--- src/rtl/fadd_sched.sv ---
// Round-robin scheduler sharing one fixed-latency FP adder among NREQ requesters.
// Operands are registered into the adder and a requester tag rides a matching pipeline.
module fadd_sched #(
  parameter int NREQ = 4,
  parameter int LAT  = 3
) (
  input  logic                       clk,
  input  logic                       rst,
  input  logic                       en,
  input  logic [NREQ-1:0]            req_valid,
  input  logic [NREQ-1:0]            req_sub,
  input  logic [32*NREQ-1:0]         req_a,
  input  logic [32*NREQ-1:0]         req_b,
  output logic [NREQ-1:0]            req_ready,
  output logic                       fa_valid,
  output logic [31:0]                fa_a,
  output logic [31:0]                fa_b,
  input  logic [31:0]                fa_res,
  output logic [NREQ-1:0]            rsp_valid,
  output logic [31:0]                rsp_data,
  output logic [$clog2(LAT+3)-1:0]   outstanding,
  output logic                       idle
);

  localparam int TW = (NREQ > 1) ? $clog2(NREQ) : 1;
  localparam int OW = $clog2(LAT+3);

  logic [TW-1:0]   ptr_q, ptr_d;
  logic [TW-1:0]   gnt_idx_s;
  logic            found_s;
  logic            xfer_s;
  logic [NREQ-1:0] gnt_s;

  logic            fa_valid_q, fa_valid_d;
  logic [31:0]     fa_a_q, fa_a_d;
  logic [31:0]     fa_b_q, fa_b_d;
  logic [TW-1:0]   fa_tag_q, fa_tag_d;

  logic [LAT-1:0]  pv_q, pv_d;
  logic [TW-1:0]   pt_q [LAT];
  logic [TW-1:0]   pt_d [LAT];

  logic [NREQ-1:0] rsp_valid_q, rsp_valid_d;
  logic [31:0]     rsp_data_q, rsp_data_d;
  logic [OW-1:0]   outstanding_q, outstanding_d;

  // Rotating-priority search starting at ptr; first valid requester wins.
  always_comb begin
    int idx;
    idx       = 0;
    found_s   = 1'b0;
    gnt_idx_s = '0;
    gnt_s     = '0;
    for (int k = 0; k < NREQ; k++) begin
      idx = int'(ptr_q) + k;
      if (idx >= NREQ) begin
        idx = idx - NREQ;
      end else begin
        idx = idx;
      end
      if (!found_s && req_valid[idx]) begin
        found_s   = 1'b1;
        gnt_idx_s = TW'(idx);
      end else begin
        found_s   = found_s;
      end
    end
    if (en && !rst && found_s) begin
      gnt_s[gnt_idx_s] = 1'b1;
    end else begin
      gnt_s = '0;
    end
  end

  assign xfer_s = |gnt_s;

  // Next-state for pointer, adder inputs and the tag that travels with them.
  always_comb begin
    ptr_d      = ptr_q;
    fa_valid_d = xfer_s;
    fa_a_d     = fa_a_q;
    fa_b_d     = fa_b_q;
    fa_tag_d   = fa_tag_q;
    if (xfer_s) begin
      if (gnt_idx_s == TW'(NREQ-1)) begin
        ptr_d = '0;
      end else begin
        ptr_d = gnt_idx_s + TW'(1);
      end
      fa_a_d   = req_a[32*gnt_idx_s +: 32];
      fa_b_d   = {req_b[32*gnt_idx_s+31] ^ req_sub[gnt_idx_s], req_b[32*gnt_idx_s +: 31]};
      fa_tag_d = gnt_idx_s;
    end else begin
      ptr_d = ptr_q;
    end
  end

  // Tag pipeline is fed from the issue register so its tail lines up with fa_res.
  always_comb begin
    pv_d[0] = fa_valid_q;
    pt_d[0] = fa_tag_q;
    for (int j = 1; j < LAT; j++) begin
      pv_d[j] = pv_q[j-1];
      pt_d[j] = pt_q[j-1];
    end
  end

  // Response capture and outstanding bookkeeping.
  always_comb begin
    rsp_valid_d = '0;
    rsp_data_d  = rsp_data_q;
    if (pv_q[LAT-1]) begin
      rsp_valid_d[pt_q[LAT-1]] = 1'b1;
      rsp_data_d               = fa_res;
    end else begin
      rsp_data_d = rsp_data_q;
    end
    case ({xfer_s, |rsp_valid_q})
      2'b10:   outstanding_d = outstanding_q + OW'(1);
      2'b01:   outstanding_d = outstanding_q - OW'(1);
      default: outstanding_d = outstanding_q;
    endcase
  end

  // State registers with synchronous reset.
  always_ff @(posedge clk) begin
    if (rst) begin
      ptr_q         <= '0;
      fa_valid_q    <= 1'b0;
      fa_a_q        <= 32'h0000_0000;
      fa_b_q        <= 32'h0000_0000;
      fa_tag_q      <= '0;
      pv_q          <= '0;
      for (int j = 0; j < LAT; j++) pt_q[j] <= '0;
      rsp_valid_q   <= '0;
      rsp_data_q    <= 32'h0000_0000;
      outstanding_q <= '0;
    end else begin
      ptr_q         <= ptr_d;
      fa_valid_q    <= fa_valid_d;
      fa_a_q        <= fa_a_d;
      fa_b_q        <= fa_b_d;
      fa_tag_q      <= fa_tag_d;
      pv_q          <= pv_d;
      for (int j = 0; j < LAT; j++) pt_q[j] <= pt_d[j];
      rsp_valid_q   <= rsp_valid_d;
      rsp_data_q    <= rsp_data_d;
      outstanding_q <= outstanding_d;
    end
  end

  assign req_ready   = gnt_s;
  assign fa_valid    = fa_valid_q;
  assign fa_a        = fa_a_q;
  assign fa_b        = fa_b_q;
  assign rsp_valid   = rsp_valid_q;
  assign rsp_data    = rsp_data_q;
  assign outstanding = outstanding_q;
  assign idle        = (outstanding_q == '0);

endmodule

--- config.mk ---
export PLATFORM = sky130hd
export DESIGN_NAME = fadd_sched
export DESIGN_NICKNAME = d
export VERILOG_FILES = /design/src/rtl/fadd_sched.sv
export SDC_FILE = /design/constraint.sdc
export NUM_CORES = 1
export LEC_CHECK = 0
export ABC_AREA = 1
export CORE_AREA = 4 4 155 157
export CTS_BUF_LIST = sky130_fd_sc_hd__clkbuf_8
export CTS_CLUSTER_DIAMETER = 120
export DETAILED_ROUTE_END_ITERATION = 8
export DIE_AREA = 0 0 159 161
export PLACE_DENSITY = 0.72
export SLEW_MARGIN = 40
export SYNTH_ARGS = -nofsm -noshare
export SYNTH_HDL_FRONTEND = slang
export SYNTH_SLANG_ARGS = --single-unit
--- constraint.sdc ---
create_clock -name clk -period 4.09 [get_ports clk]
set_input_delay 0.6135 -clock clk [delete_from_list [all_inputs] [get_ports clk]]
set_output_delay 0.6135 -clock clk [all_outputs]
set_load 0.02 [all_outputs]
## Word level (Yosys, flattened, before mapping)

Memory sizes are Yosys's and may differ from the RTL's.
Cells that the tools add are included.

- Input port bits: 299
- Register bits after elaboration: 111
- Memories kept: 1
- Memory bits (writable): 6
- Output and inout bits: 109
- Word-level logic and storage cells: 101

Memory list:

| name | words | bits a word | rd ports | clocked after memory_dff | wr ports | line | RTL |
|---|---|---|---|---|---|---|---|
| pt_q | 3 | 2 | 3 | 0 | 3 | 40 | `logic [TW-1:0] pt_q [LAT];` |

- Shift operators: 2
- Bitwise logic cells: 5
- Eq/ne operators: 3
- Add/sub/neg operators: 11
- Multiplexer cells: 41
- Reduce and logical (&&, ||, !) cells: 16
- Magnitude comparators: 13

Operators with widths:

| cell | number |
|---|---|
| 32-bit by 4-bit less-than comparator with 1-bit output, second input constant | 4 |
| 32-bit 2-to-1 mux | 4 |
| 128-bit by 8-bit indexed part select with 31-bit output | 1 |
| 128-bit by 8-bit indexed part select with 32-bit output | 1 |
| 1-bit 2-to-1 mux | 19 |
| 2-bit 2-to-1 mux | 8 |
| 3-bit by 3-bit subtractor with 4-bit output, second input constant | 3 |
| 1-bit binary-select mux with 2-bit select | 5 |
| 3-bit greater-or-equal comparator, second input constant | 3 |
| 7-bit by 5-bit adder with 8-bit output, second input constant | 1 |
| 8-bit less-than comparator, second input constant | 1 |
| 4-bit OR reduction | 2 |
| 1-bit binary-select mux with 7-bit select | 1 |
| 1-bit logical AND | 7 |
| 2-bit by 2-bit adder with 3-bit output, second input constant | 2 |
| 2-bit by 3-bit less-than comparator with 1-bit output, second input constant | 2 |
| 3-bit case mux with 2 select lines | 1 |
| 1-bit demux with 2-bit select | 2 |
| 2-bit equality test, second input constant | 2 |
| 2-bit by 1-bit greater-or-equal comparator with 1-bit output, second input constant | 2 |
| 1-bit logical NOT | 4 |
| 4-bit 2-to-1 mux | 1 |
| 2-bit by 3-bit subtractor with 4-bit output, second input constant | 1 |
| 2-bit by 1-bit adder with 3-bit output, second input constant | 1 |
| other kinds (11) | 13 |

## Longest topological paths before layout

Gate-level depths: netlist (run 1).

- Depth in word-level cells: 23
- Mapped depth: 23
- Depth with buffers taken out: 21

## Least setup slack after synthesis (run 1)

OpenSTA, ideal clock, no wires.

- Kind: input to register
- Start point: in req_valid[1]
- End point: reg outstanding_q[2] (netlist: outstanding[2])
- Library setup time: 0.122 ns
- Cell stages on the path: 21
- Arrival time: 2.978 ns
- Slack: 0.989 ns
- Buffers on the path: 1
- Data required time: 3.968 ns
- Path through: inv_1 nand2_1 nand3_1 nand2_1 inv_2 nand3_1 nor2_1 nor2_4 inv_2 ha_1 inv_1 a31oi_4 inv_2 buf_2 ha_1 inv_1 fa_1 a21oi_1 o21ai_0 o21ai_0 a21oi_1

- Longest elaborated chain between the ends: 21
- Elaborated cells between the ends (all ways): 38
- Classes of those cells: order compare (2); eq/ne (2); mux (24); reduce/logical (10)

Ends and longest elaborated chain:

| what | line | RTL |
|---|---|---|
| start, declared | 10 | `input logic [NREQ-1:0] req_valid,` |
| 1-bit binary-select mux with 2-bit select | 61 | `if (!found_s && req_valid[idx]) begin` |
| 1-bit 2-to-1 mux (implied by the code) (2 in series) | 61 |  |
| 1-bit 2-to-1 mux | 61 |  |
| 1-bit logical NOT | 61 |  |
| 1-bit logical AND | 61 |  |
| 1-bit 2-to-1 mux | 61 |  |
| 1-bit logical NOT | 61 |  |
| 1-bit logical AND | 61 |  |
| [4 not listed] | -- |  |
| 2-bit by 3-bit less-than comparator with 1-bit output (implied by the code) or 2-bit by 1-bit greater-or-equal comparator with 1-bit output (tied branches) | 69 | `gnt_s[gnt_idx_s] = 1'b1;` |
| 1-bit logical AND (implied by the code) | 69 |  |
| 1-bit 2-to-1 mux (implied by the code) | 69 |  |
| 1-bit demux with 2-bit select | 69 |  |
| 4-bit 2-to-1 mux * | 68 | `if (en && !rst && found_s) begin` |
| 4-bit OR reduction * | 75 | `assign xfer_s = \|gnt_s;` |
| 2-bit by 1-bit equality test with 1-bit output or 2-bit equality test (tied branches) | 118 | `case ({xfer_s, \|rsp_valid_q})` |
| 3-bit case mux with 2 select lines or 2-bit nonzero test (tied branches) | -- |  |
| end signal, assigned | 148 | `outstanding_q <= outstanding_d;` |
| end, declared | 45 | `logic [OW-1:0] outstanding_q, outstanding_d;` |

Every way passes the cells marked *; elsewhere a longest branch is shown, timed or not. The select of a mux whose other input is x is not followed.
A chain may end at the register's enable or synchronous reset.

## Final worst setup path (run 1)

- Start point: in req_valid[3]
- End point: out req_ready[0]

- Longest elaborated chain between the ends: 18
- Elaborated cells between the ends (all ways): 33
- Classes of those cells: order compare (2); mux (23); reduce/logical (8)

Ends and longest elaborated chain:

| what | line | RTL |
|---|---|---|
| 1-bit binary-select mux with 2-bit select | 61 |  |
| 1-bit 2-to-1 mux (implied by the code) (2 in series) | 61 |  |
| 1-bit 2-to-1 mux | 61 |  |
| 1-bit logical NOT | 61 |  |
| 1-bit logical AND | 61 |  |
| 1-bit 2-to-1 mux | 61 |  |
| 1-bit logical NOT | 61 |  |
| 1-bit logical AND | 61 |  |
| 1-bit 2-to-1 mux | 61 |  |
| 1-bit logical NOT | 61 |  |
| 1-bit logical AND | 61 |  |
| 2-bit 2-to-1 mux | 61 |  |
| 2-bit by 3-bit less-than comparator with 1-bit output (implied by the code) or 2-bit by 1-bit greater-or-equal comparator with 1-bit output (tied branches) | 69 |  |
| 1-bit logical AND (implied by the code) | 69 |  |
| 1-bit 2-to-1 mux (implied by the code) | 69 |  |
| 1-bit demux with 2-bit select | 69 |  |
| 4-bit 2-to-1 mux * | 68 |  |
| end, declared | 14 | `output logic [NREQ-1:0] req_ready,` |

Marks and branches as above.

==> summary.txt, run 1 <==
Avg WL per Cell - 16.4 um
Die ar. - 0.0256 mm^2
Starting Density - 28.1%
FF+latch area - 0.00234 mm^2
GR Util All Layers - 20.3%
DRC violations left - 0
F_max - 267 MHz
CP Capture Type - output pin
Min-delay worst type - reg2reg
WP data required - 3.48 ns
Pin count of the biggest net entering global routing - 132
Initial antenna violation count - 3
Total power - 4710 uW
Fin util - 48.5%
# clock sinks - 117
Hold Fails Final Rpt - 0
Mapped Area - 0.00631 mm^2
Post-Synthesis Cells - 1012
H-tree depth - 4
First drt pass iteration count - 5
Setup Crit Path Kind - in2out
IR drop worst, VDD - 268 uV
Fin crit period - 3.74 ns
Area growth syn-to-layout - 72.9%
Vias in the first global route - 7515
Synth Area in Compound Gates - 18.8%
I/O pin count - 408
Max Fanout on Critical Path - 26
# rows - 55
Hold-fix buffer count after cts - 0
Max Slew Vio Count - 0
Clock tree buffer depth - 2
Clock Tree Root - clkbuf_8
PostCTS Resize Cnt - 0
Synthesized net count - 1314
CTS buffer count - 17
CTS tree - yes
Die extent in x - 159 um
Setup TNS - 0 ns
DR iter-0 viols - 462
Mean Syn Cell Area - 6.24 um^2
Unrepaired setup endpoints after global routing - no
Post-CTS Setup Bufs - 0
Largest family of logic cells by synthesized area - simple AND/OR/NAND/NOR gates
Slew headroom - 46.3%
Startpoint types - primary input
Worst-Skew Late Latency - 0.43 ns
Share of cells above drive strength 1 - 4.45%
Register area share after synthesis - 37.1%
Vias post-DR - 7931
Core ar. - 0.0225 mm^2
Multi-input logic area - 0.00323 mm^2
Via-to-Cell Ratio - 4.72
Worst-Margin Slew - 0.805 ns
Distinct cells, synth - 26
Cell area power density - 432 mW/mm^2
Nets - 1682
Final period utilization - 91.6%
Hold_ws - 0.396 ns
Final std cells w/o fill - 1681
GPL Wtd Cong - 0.898
GR Overflow Total - 0
Cells after DPL - 1646
Total of max-cap violations - 0
Status - finished clean
Buffers added on ports - 407
Max Clock Skew - 0.0126 ns
Post-synthesis adder-cell area fraction - 0.713%
Routed Antenna Nets - 0
Crit path DAT - 3.13 ns
Final setup viols - 0
Global-route wire length before repair - 41.6 mm
Post-synthesis register bit count - 117
Simple-gate portion of the synthesized area - 31.5%
Final WL - 27.5 mm
Die height - 161 um
Filler cells - 2252
Ys Warns - 0
XOR/XNOR Fraction of Synth Area - 0%
Lkg Pwr - 0.00477 uW
Hpwl dp - 20.3 mm
CTS clk-pin slew, worst paths - 0.08 ns
Mux cell area share after synthesis - 0%
## worst paths after layout
path,startpoint,endpoint,slack (ns),depth (start not counted)
setup / recovery,req_valid[3],req_ready[0],0.35,13
hold / removal,pv_q[1]$_SDFF_PP0_,pv_q[2]$_SDFF_PP0_,0.40,2
setup reg to reg,ptr_q[0]$_SDFFE_PP0P_,outstanding[2]$_SDFFE_PP0P_,0.92,19
hold reg to reg,pv_q[1]$_SDFF_PP0_,pv_q[2]$_SDFF_PP0_,0.40,2
## per-layer routing
layer	share of wire [%]	routed length, um	track usage [%]	vias to the layer above
li1	-	-	-	3976
met1	40	11100	23.4	3599
met2	50	13900	36.7	329
met3	8.0	2190	6.43	27
met4	1.3	371	5.25	0
met5	0	0	0	-
## sequential cells by signal, indices dropped and copies added (netlist names)
| signal | cells |
|---|---|
| fa_valid | 1 |
| fa_a | 32 |
| rsp_data | 32 |
| pt_q | 6 |
| rsp_valid | 4 |
| outstanding | 3 |
| fa_b | 32 |
| fa_tag_q | 2 |
| pv_q | 3 |
| ptr_q | 2 |
## placed cells by master, fill, tap and decap left out, drive strengths merged
| cell | instances |
|---|---|
| clkdlybuf4s50 | 407 |
| clkbuf | 18 |
| clkinvlp | 2 |
| nor2 | 212 |
| o21ai | 163 |
| clkinv | 4 |
| or2 | 1 |
| nand2 | 191 |
| dfxtp | 117 |
| bufinv | 2 |
| nand4 | 3 |
| or4 | 1 |
| diode | 3 |
| fa | 1 |
| a21boi | 1 |
| inv | 108 |
| nor3 | 6 |
| a21oi | 69 |
| a31oi | 1 |
| ha | 2 |
| nand3 | 76 |
| buf | 8 |
## worst max-delay path, cell delays in order
cell and delay, ns:
clkdlybuf4s50_1 0.50, nand2_1 0.08, nand2_1 0.14, nand2_1 0.08, nand2_1 0.10, inv_2 0.05
nand3_1 0.07, nor2_1 0.07, nor2_4 0.20, buf_4 0.36, nand2_1 0.14, nor2_1 0.10
clkdlybuf4s50_1 0.64
## final cells by class
type	instances	share of cell area (%)
clock buffers	18	2.27
clock inverters	14	1.54
well taps	285	3.27
repair buffers	415	38.2
diodes	3	0.0688
inverters	102	3.55
flip-flops and latches	117	21.5
multi-input cells	727	29.6
## stage by stage
stage | setup WS, ns | area, um^2
6_report | 0.346 | 10900
2_1_floorplan | 0.989 | 6310
3_5_place_dp | 0.380 | 10500
3_3_place_gp | 0.428 | 10500
4_1_cts | 0.339 | 10900
5_1_grt | 0.0850 | 10900
## report_power, final
group	switching, uW	internal [uW]	leakage (uW)
Sequential	70.8	1270	0.000958
Clock	563	577	0.000205
Combinational	1330	904	0.00360
Total	1970	2750	0.00477
## cell usage after synthesis (all sizes together)
library cell	count	area share [%]
nor2	212	13
nand2	191	12
o21ai	163	13
dfxtp	117	37
inv	102	6.1
nand3	76	6.2
a21oi	69	5.5
buf	34	3.8
clkbuf	32	1.9
nor3	6	0.48
nand4	3	0.30
ha	2	0.40
a21boi	1	0.12
a31oi	1	0.34
fa	1	0.32
or2	1	0.099
or4	1	0.12
## logic make-up (layout without fill, tap and decap cells)
logic type	Yosys count	after routing
compound gates	234	234
fa+ha+maj	3	3
buf+inv	168	549
flops	117	117
other cells	0	3
simple gates	490	490
Power figures use the tool's default switching activity.
==> run 2: changes to the inputs <==
--- a/config.mk
+++ b/config.mk
@@ -11,6 +11,7 @@
 export CTS_CLUSTER_DIAMETER = 120
 export DETAILED_ROUTE_END_ITERATION = 8
 export DIE_AREA = 0 0 159 161
+export MAX_ROUTING_LAYER = met4
 export PLACE_DENSITY = 0.72
 export SLEW_MARGIN = 40
 export SYNTH_ARGS = -nofsm -noshare
==> run 2 against run 1 <==
Setup slack better by 0.058 ns. Via count hardly changed. First-iteration DRC count is 15% higher. Cell count is 0.24% higher. Clock skew is 0.0014 ns lower. Sequential power hardly changed. Combinational power hardly changed. Wire length is 0.36% higher. Total power is 0.14% higher. Sequential share of layout area hardly changed. Core utilization is 0.050 points higher. Worst hold slack better by 0.00068 ns.
==> summary.txt, run 2 (synthesized netlist as in run 1, its figures left out) <==
Status - finished clean
Cells after DPL - 1647 (+0.061%)
FF-to-FF End - outstanding[2]$_SDFFE_PP0P_
Final period utilization - 90.1% (-1.4 points)
Lkg Pwr - 0.00478 uW (+0.24%)
Die height - 161 um (unchanged)
Clock tree buffer depth - 2 (unchanged)
Crit path DAT - 3.07 ns (-0.06 ns)
DR iter-0 viols - 530 (+15%)
Placed Area - 0.0105 mm^2 (about the same)
Max Fanout on Critical Path - 6 (-77%)
Most common cell after layout, fill and taps aside - clkdlybuf4s50_1
Switching fraction of total power - 40.9% (-0.78 points)
I/O pin count - 408 (unchanged)
Initial antenna violation count - 6 (+3)
R2R Setup Slk - 0.79 ns (-0.13 ns)
Post-CTS Setup Bufs - 0 (unchanged)
CTS buffer count - 17 (unchanged)
Buffers added on ports - 407 (unchanged)
Filler cells - 2240 (-0.53%)
Max Clock Skew - 0.0112 ns (-0.00144 ns)
FF-to-FF Start - ptr_q[0]$_SDFFE_PP0P_
Clock Tree Root - clkbuf_8
Sw Pwr - 1930 uW (-1.7%)
GR Overflow Total - 0 (unchanged)
WP data required - 3.48 ns (about the same)
Fin util - 48.6% (+0.050 points)
Core ar. - 0.0225 mm^2 (unchanged)
Slew headroom - 44.4% (-1.9 points)
Worst-Margin Slew - 0.834 ns (+0.0286 ns)
Routed Antenna Nets - 0 (unchanged)
CTS tree - yes
F_max - 271 MHz (+1.6%)
Multi-input logic area - 0.00323 mm^2 (unchanged)
Final std cells w/o fill - 1685 (+0.24%)
Hold_ws - 0.397 ns (+0.000684 ns)
Fin area - 0.0109 mm^2 (+0.10%)
Unrepaired setup endpoints after global routing - no
H-tree depth - 4 (unchanged)
Hold Path Depth - 2 (unchanged)
Worst Reg2Reg Path Length in Cells - 19 (unchanged)
Pint - 2790 uW (+1.5%)
IR drop worst, VDD - 209 uV (-22%)
CP Capture Type - output pin
Cell area power density - 432 mW/mm^2 (about the same)
DRC violations left - 0 (unchanged)
GPL Wtd Cong - 0.876 (-2.4%)
Commonest non-fill, non-tap cells in the layout - clkdlybuf4s50_1 (407), nor2_1 (210), nand2_1 (187)
Combinational share of power - 47.3% (-0.2 points)
PostCTS Resize Cnt - 0 (unchanged)
Sequential share of power - 28.3% (about the same)
Via-to-Cell Ratio - 4.70 (-0.31%)
Die ar. - 0.0256 mm^2 (unchanged)
Global-route wire length before repair - 41.8 mm (+0.60%)
Final WL - 27.6 mm (+0.36%)
Vias post-DR - 7925 (-0.076%)
Setup Crit Path Kind - in2out
Share of cells above drive strength 1 - 4.45% (about the same)
Area growth syn-to-layout - 73.1%
# clock sinks - 117 (unchanged)
Worst-Skew Late Latency - 0.43 ns (about the same)
Hpwl dp - 20.4 mm (+0.53%)
Startpoint types - primary input
Hold Fails Final Rpt - 0 (unchanged)
# rows - 55 (unchanged)
Min-delay worst type - reg2reg
Setup TNS - 0 ns (unchanged)
Max Slew Vio Count - 0 (unchanged)
Hold-fix buffer count after cts - 0 (unchanged)
Nets - 1683 (+0.059%)
FF+latch area - 0.00234 mm^2 (unchanged)
Total of max-cap violations - 0 (unchanged)
First drt pass iteration count - 5 (unchanged)
GR Util All Layers - 21.1% (+0.78 points)
Min-delay src - pv_q[1]$_SDFF_PP0_
Die extent in x - 159 um (unchanged)
CTS clk-pin slew, worst paths - 0.08 ns (about the same)
Clock power share - 24.4% (+0.2 points)
Hold Path End - pv_q[2]$_SDFF_PP0_
Fin crit period - 3.69 ns (-0.0578 ns)
Starting Density - 28.1% (unchanged)
Vias in the first global route - 7758 (+3.2%)
Pin count of the biggest net entering global routing - 132 (unchanged)
Final setup viols - 0 (unchanged)
Avg WL per Cell - 16.4 um (+0.12%)
-- run 2: cell types whose count changed in the layout (fill, tap and decap cells not counted), moves of 2 or more --
cell | previous run | this run
inv_6 | 5 | 3
diode_2 | 3 | 6
clkinv_4 | 4 | 6
inv_8 | 2 | 0
buf_4 | 4 | 6
-- run 2: worst max-delay path by stage --
stage | from | cells past startpoint | to
finish | req_valid[3] | 13 | req_ready[1]
global route | ptr_q[0]$_SDFFE_PP0P_ | 14 | req_ready[1]
CTS | ptr_q[0]$_SDFFE_PP0P_ | 12 | req_ready[1]
detailed placement | req_valid[3] | 13 | req_ready[1]
global placement | req_valid[3] | 13 | req_ready[1]
floorplan | req_valid[1] | 21 | outstanding[2]$_SDFFE_PP0P_
-- run 2: cell type report --
class                   instances  area share (%)
diodes                          6           0.137
multi-input cells             727            29.6
inverters                     102            3.55
clock buffers                  18            2.27
flip-flops and latches        117            21.4
clock inverters                14            1.61
repair buffers                416            38.2
well taps                     285            3.26
-- run 2: metrics by stage --
step	total power [uW]	setup slack (ns)
floorplan	2740	0.989
CTS	4790	0.394
finish	4720	0.403
global route	5080	0.199
detailed placement	3610	0.407
global placement	3600	0.479
-- run 2: metal layers --
| metal | vias to the layer above | track usage, % | part of all wire, % | routed length, um |
|---|---|---|---|---|
| met4 | 0 | 8.28 | 2.7 | 758 |
| met3 | 40 | 5.77 | 8.2 | 2260 |
| li1 | 3985 | - | - | - |
| met5 | - | - | 0 | 0 |
| met2 | 364 | 35.8 | 49 | 13600 |
| met1 | 3536 | 23.8 | 40 | 11000 |
-- run 2: power by group through the flow --
| stage | Sequential (uW) | Combinational, uW | Clock, uW |
|---|---|---|---|
| after floorplan | 1480 | 1250 | 0 |
| after global placement | 1360 | 2240 | 0 |
| after detailed placement | 1360 | 2250 | 0 |
| after CTS | 1340 | 2260 | 1190 |
| after global routing | 1350 | 2480 | 1240 |
| final | 1340 | 2230 | 1150 |
-- run 2: worst max-delay path, cell delays in order --
cell and delay (ns):
clkdlybuf4s50_1 0.50, nand2_1 0.07, nand2_1 0.14, nand2_1 0.09
nand2_1 0.11, inv_2 0.05, nand3_1 0.19, nand2_2 0.10
nor2_4 0.19, nand2_2 0.08, or2_2 0.28, inv_1 0.05
clkdlybuf4s50_1 0.61
==> run 3: changes to the inputs <==
--- a/config.mk
+++ b/config.mk
@@ -6,13 +6,13 @@
 export NUM_CORES = 1
 export LEC_CHECK = 0
 export ABC_AREA = 1
-export CORE_AREA = 4 4 155 157
+export CORE_AREA = 2 2 157 159
 export CTS_BUF_LIST = sky130_fd_sc_hd__clkbuf_8
 export CTS_CLUSTER_DIAMETER = 120
 export DETAILED_ROUTE_END_ITERATION = 8
 export DIE_AREA = 0 0 159 161
 export MAX_ROUTING_LAYER = met4
-export PLACE_DENSITY = 0.72
+export PLACE_DENSITY = 0.7
 export SLEW_MARGIN = 40
 export SYNTH_ARGS = -nofsm -noshare
 export SYNTH_HDL_FRONTEND = slang
==> run 3 against run 2 <==
The flow now finishes with violations (DRC). Total power is 2.0% lower. Register-to-register slack better by 0.02 ns. Clock skew is 0.0051 ns higher. Sequential power hardly changed. Setup slack worse by 0.012 ns. Sequential share of layout area hardly changed. First-iteration DRC count is 9.1% lower. Clock-buffer cell count is 1 higher. Combinational power hardly changed. Largest power group unchanged. Maximum frequency is 0.34% lower. Highest routed layer unchanged. Clock power is 8% lower.
==> summary.txt, run 3 (synthesized netlist as in run 1, its figures left out) <==
Status - finished with violations
Failing checks - DRC
Fin area - 0.0109 mm^2 (about the same)
Buf/Inv on CP - 4 (unchanged)
Setup TNS - 0 ns (unchanged)
Hpwl dp - 18.9 mm (-7.6%)
Via-to-Cell Ratio - 4.57 (-2.8%)
Worst-Skew Late Latency - 0.43 ns (about the same)
Vias in the first global route - 7596 (-2.1%)
Avg WL per Cell - 15.3 um (-6.5%)
Initial antenna violation count - 1 (-5)
Final setup viols - 0 (unchanged)
Max Slew Vio Count - 0 (unchanged)
Most common cell after layout, fill and taps aside - clkdlybuf4s50_1
Max Clock Skew - 0.0163 ns (+0.00512 ns)
Post-CTS Setup Bufs - 0 (unchanged)
Die height - 161 um (unchanged)
Hold Fails Final Rpt - 0 (unchanged)
Commonest non-fill, non-tap cells in the layout - clkdlybuf4s50_1 (407), nor2_1 (210), nand2_1 (187)
CP max stage delay - 0.63 ns (+0.02 ns)
CP top delay family - buffers and inverters
Lkg Pwr - 0.00475 uW (-0.65%)
Crit path DAT - 3.09 ns (+0.02 ns)
Global-route wire length before repair - 40.6 mm (-2.9%)
First drt pass iteration count - 9 (+4)
Buffers added on ports - 407 (unchanged)
PostCTS Resize Cnt - 0 (unchanged)
Hold-fix buffer count after cts - 0 (unchanged)
Filler cells - 2465 (+10%)
Area growth syn-to-layout - 73.1% (about the same)
DRC violations left - 3 (+3)
WP data required - 3.48 ns (about the same)
Cell area power density - 423 mW/mm^2 (-2.0%)
CP Capture Type - output pin
Share of cells above drive strength 1 - 4.52% (+0.072 points)
H-tree depth - 4 (unchanged)
FF+latch area - 0.00234 mm^2 (unchanged)
GR Util All Layers - 20.6% (-0.48 points)
Max Fanout on Critical Path - 6 (unchanged)
Routed Antenna Nets - 0 (unchanged)
Min-delay worst type - reg2reg
Worst path most repeated cell - nand2_1
CTS clk-pin slew, worst paths - 0.08 ns (about the same)
GPL Wtd Cong - 0.900 (+2.8%)
Fin crit period - 3.70 ns (+0.0124 ns)
Slew headroom - 53.3% (+8.9 points)
CTS buffer count - 17 (unchanged)
Nets - 1683 (unchanged)
Die ar. - 0.0256 mm^2 (unchanged)
Worst-Margin Slew - 0.700 ns (-0.133 ns)
Clock Tree Root - clkbuf_8
Setup Crit Path Kind - in2out
Multi-input logic area - 0.00323 mm^2 (unchanged)
Startpoint types - primary input
Vias post-DR - 7859 (-0.83%)
I/O pin count - 408 (unchanged)
Die extent in x - 159 um (unchanged)
DR iter-0 viols - 482 (-9.1%)
Placed Area - 0.0105 mm^2 (+0.47%)
F_max - 270 MHz (-0.34%)
Critical-path top delay cell - clkdlybuf4s50_1
Pin count of the biggest net entering global routing - 132 (unchanged)
CTS tree - yes
CP Cell Sequence - clkdlybuf4s50_1, nand2_1, nand2_1, nand2_1, nand2_1, inv_2, nand3_1, nand2_2, nor2_4, nand2_2, or2_2, inv_1, clkdlybuf4s50_1
Final period utilization - 90.4% (+0.30 points)
Unrepaired setup endpoints after global routing - no
# clock sinks - 117 (unchanged)
# rows - 57 (+3.6%)
Clock tree buffer depth - 2 (unchanged)
Core ar. - 0.0240 mm^2 (+6.5%)
Total of max-cap violations - 0 (unchanged)
IR drop worst, VDD - 448 uV (+110%)
GR Overflow Total - 0 (unchanged)
Final WL - 26.3 mm (-4.6%)
Starting Density - 26.4% (-1.7 points)
run 3: cell count changes in the layout (fill, tap and decap cells not counted), moves of 2 or more:
cell and delta:
clkinv_4 -5, diode_2 -5, clkinvlp_4 +4, bufinv_16 -2
run 3: tightest hold or removal path, stage by stage, from the launching register on:
cell	delay [ns]
dfxtp_1	0.30
inv_1	0.04
nor2_1	0.03
run 3: path summary, 6_finish.rpt:
path / slack (ns) / end / from / depth (start not counted)
worst min register to register: 0.40 / pt_q[0][5]$_SDFF_PP0_ / pt_q[0][3]$_SDFF_PP0_ / 2
worst min-delay path: 0.40 / pt_q[0][5]$_SDFF_PP0_ / pt_q[0][3]$_SDFF_PP0_ / 2
worst max-delay path: 0.39 / req_ready[1] / req_valid[3] / 13
worst max register to register: 0.81 / outstanding[2]$_SDFFE_PP0P_ / ptr_q[0]$_SDFFE_PP0P_ / 19
run 3: routing by layer:
layer | global-route usage (%) | vias up | part of all wire [%]
li1 | - | 3968 | -
met1 | 24.1 | 3518 | 42
met2 | 34.0 | 325 | 48
met3 | 5.50 | 48 | 7.1
met4 | 8.02 | 0 | 3.2
met5 | - | - | 0
run 3: per-stage QoR:
| stage | instances | setup slack (ns) | power (uW) | utilization, % | hold slack [ns] |
|---|---|---|---|---|---|
| 2_1_floorplan | 1012 | 0.989 | 2740 | - | 0.388 |
| 3_3_place_gp | 1686 | 0.458 | 3600 | 44.0 | 0.390 |
| 3_5_place_dp | 1686 | 0.409 | 3620 | 44.0 | 0.395 |
| 4_1_cts | 1718 | 0.404 | 4700 | 45.6 | 0.403 |
| 5_1_grt | 1719 | 0.200 | 4990 | 45.6 | 0.422 |
| 6_report | 1719 | 0.391 | 4630 | 45.6 | 0.398 |
run 3: final cells by class:
cell class              instances  area share (%)
well taps                     324            3.71
clock inverters                13            1.13
multi-input cells             727            29.6
clock buffers                  19            2.39
repair buffers                416            38.2
inverters                     102            3.55
flip-flops and latches        117            21.4
diodes                          1          0.0229
run 3: report_power, final:
part | internal, uW | switching [uW]
clock network | 520 | 536
logic | 897 | 1340
registers | 1270 | 70.3
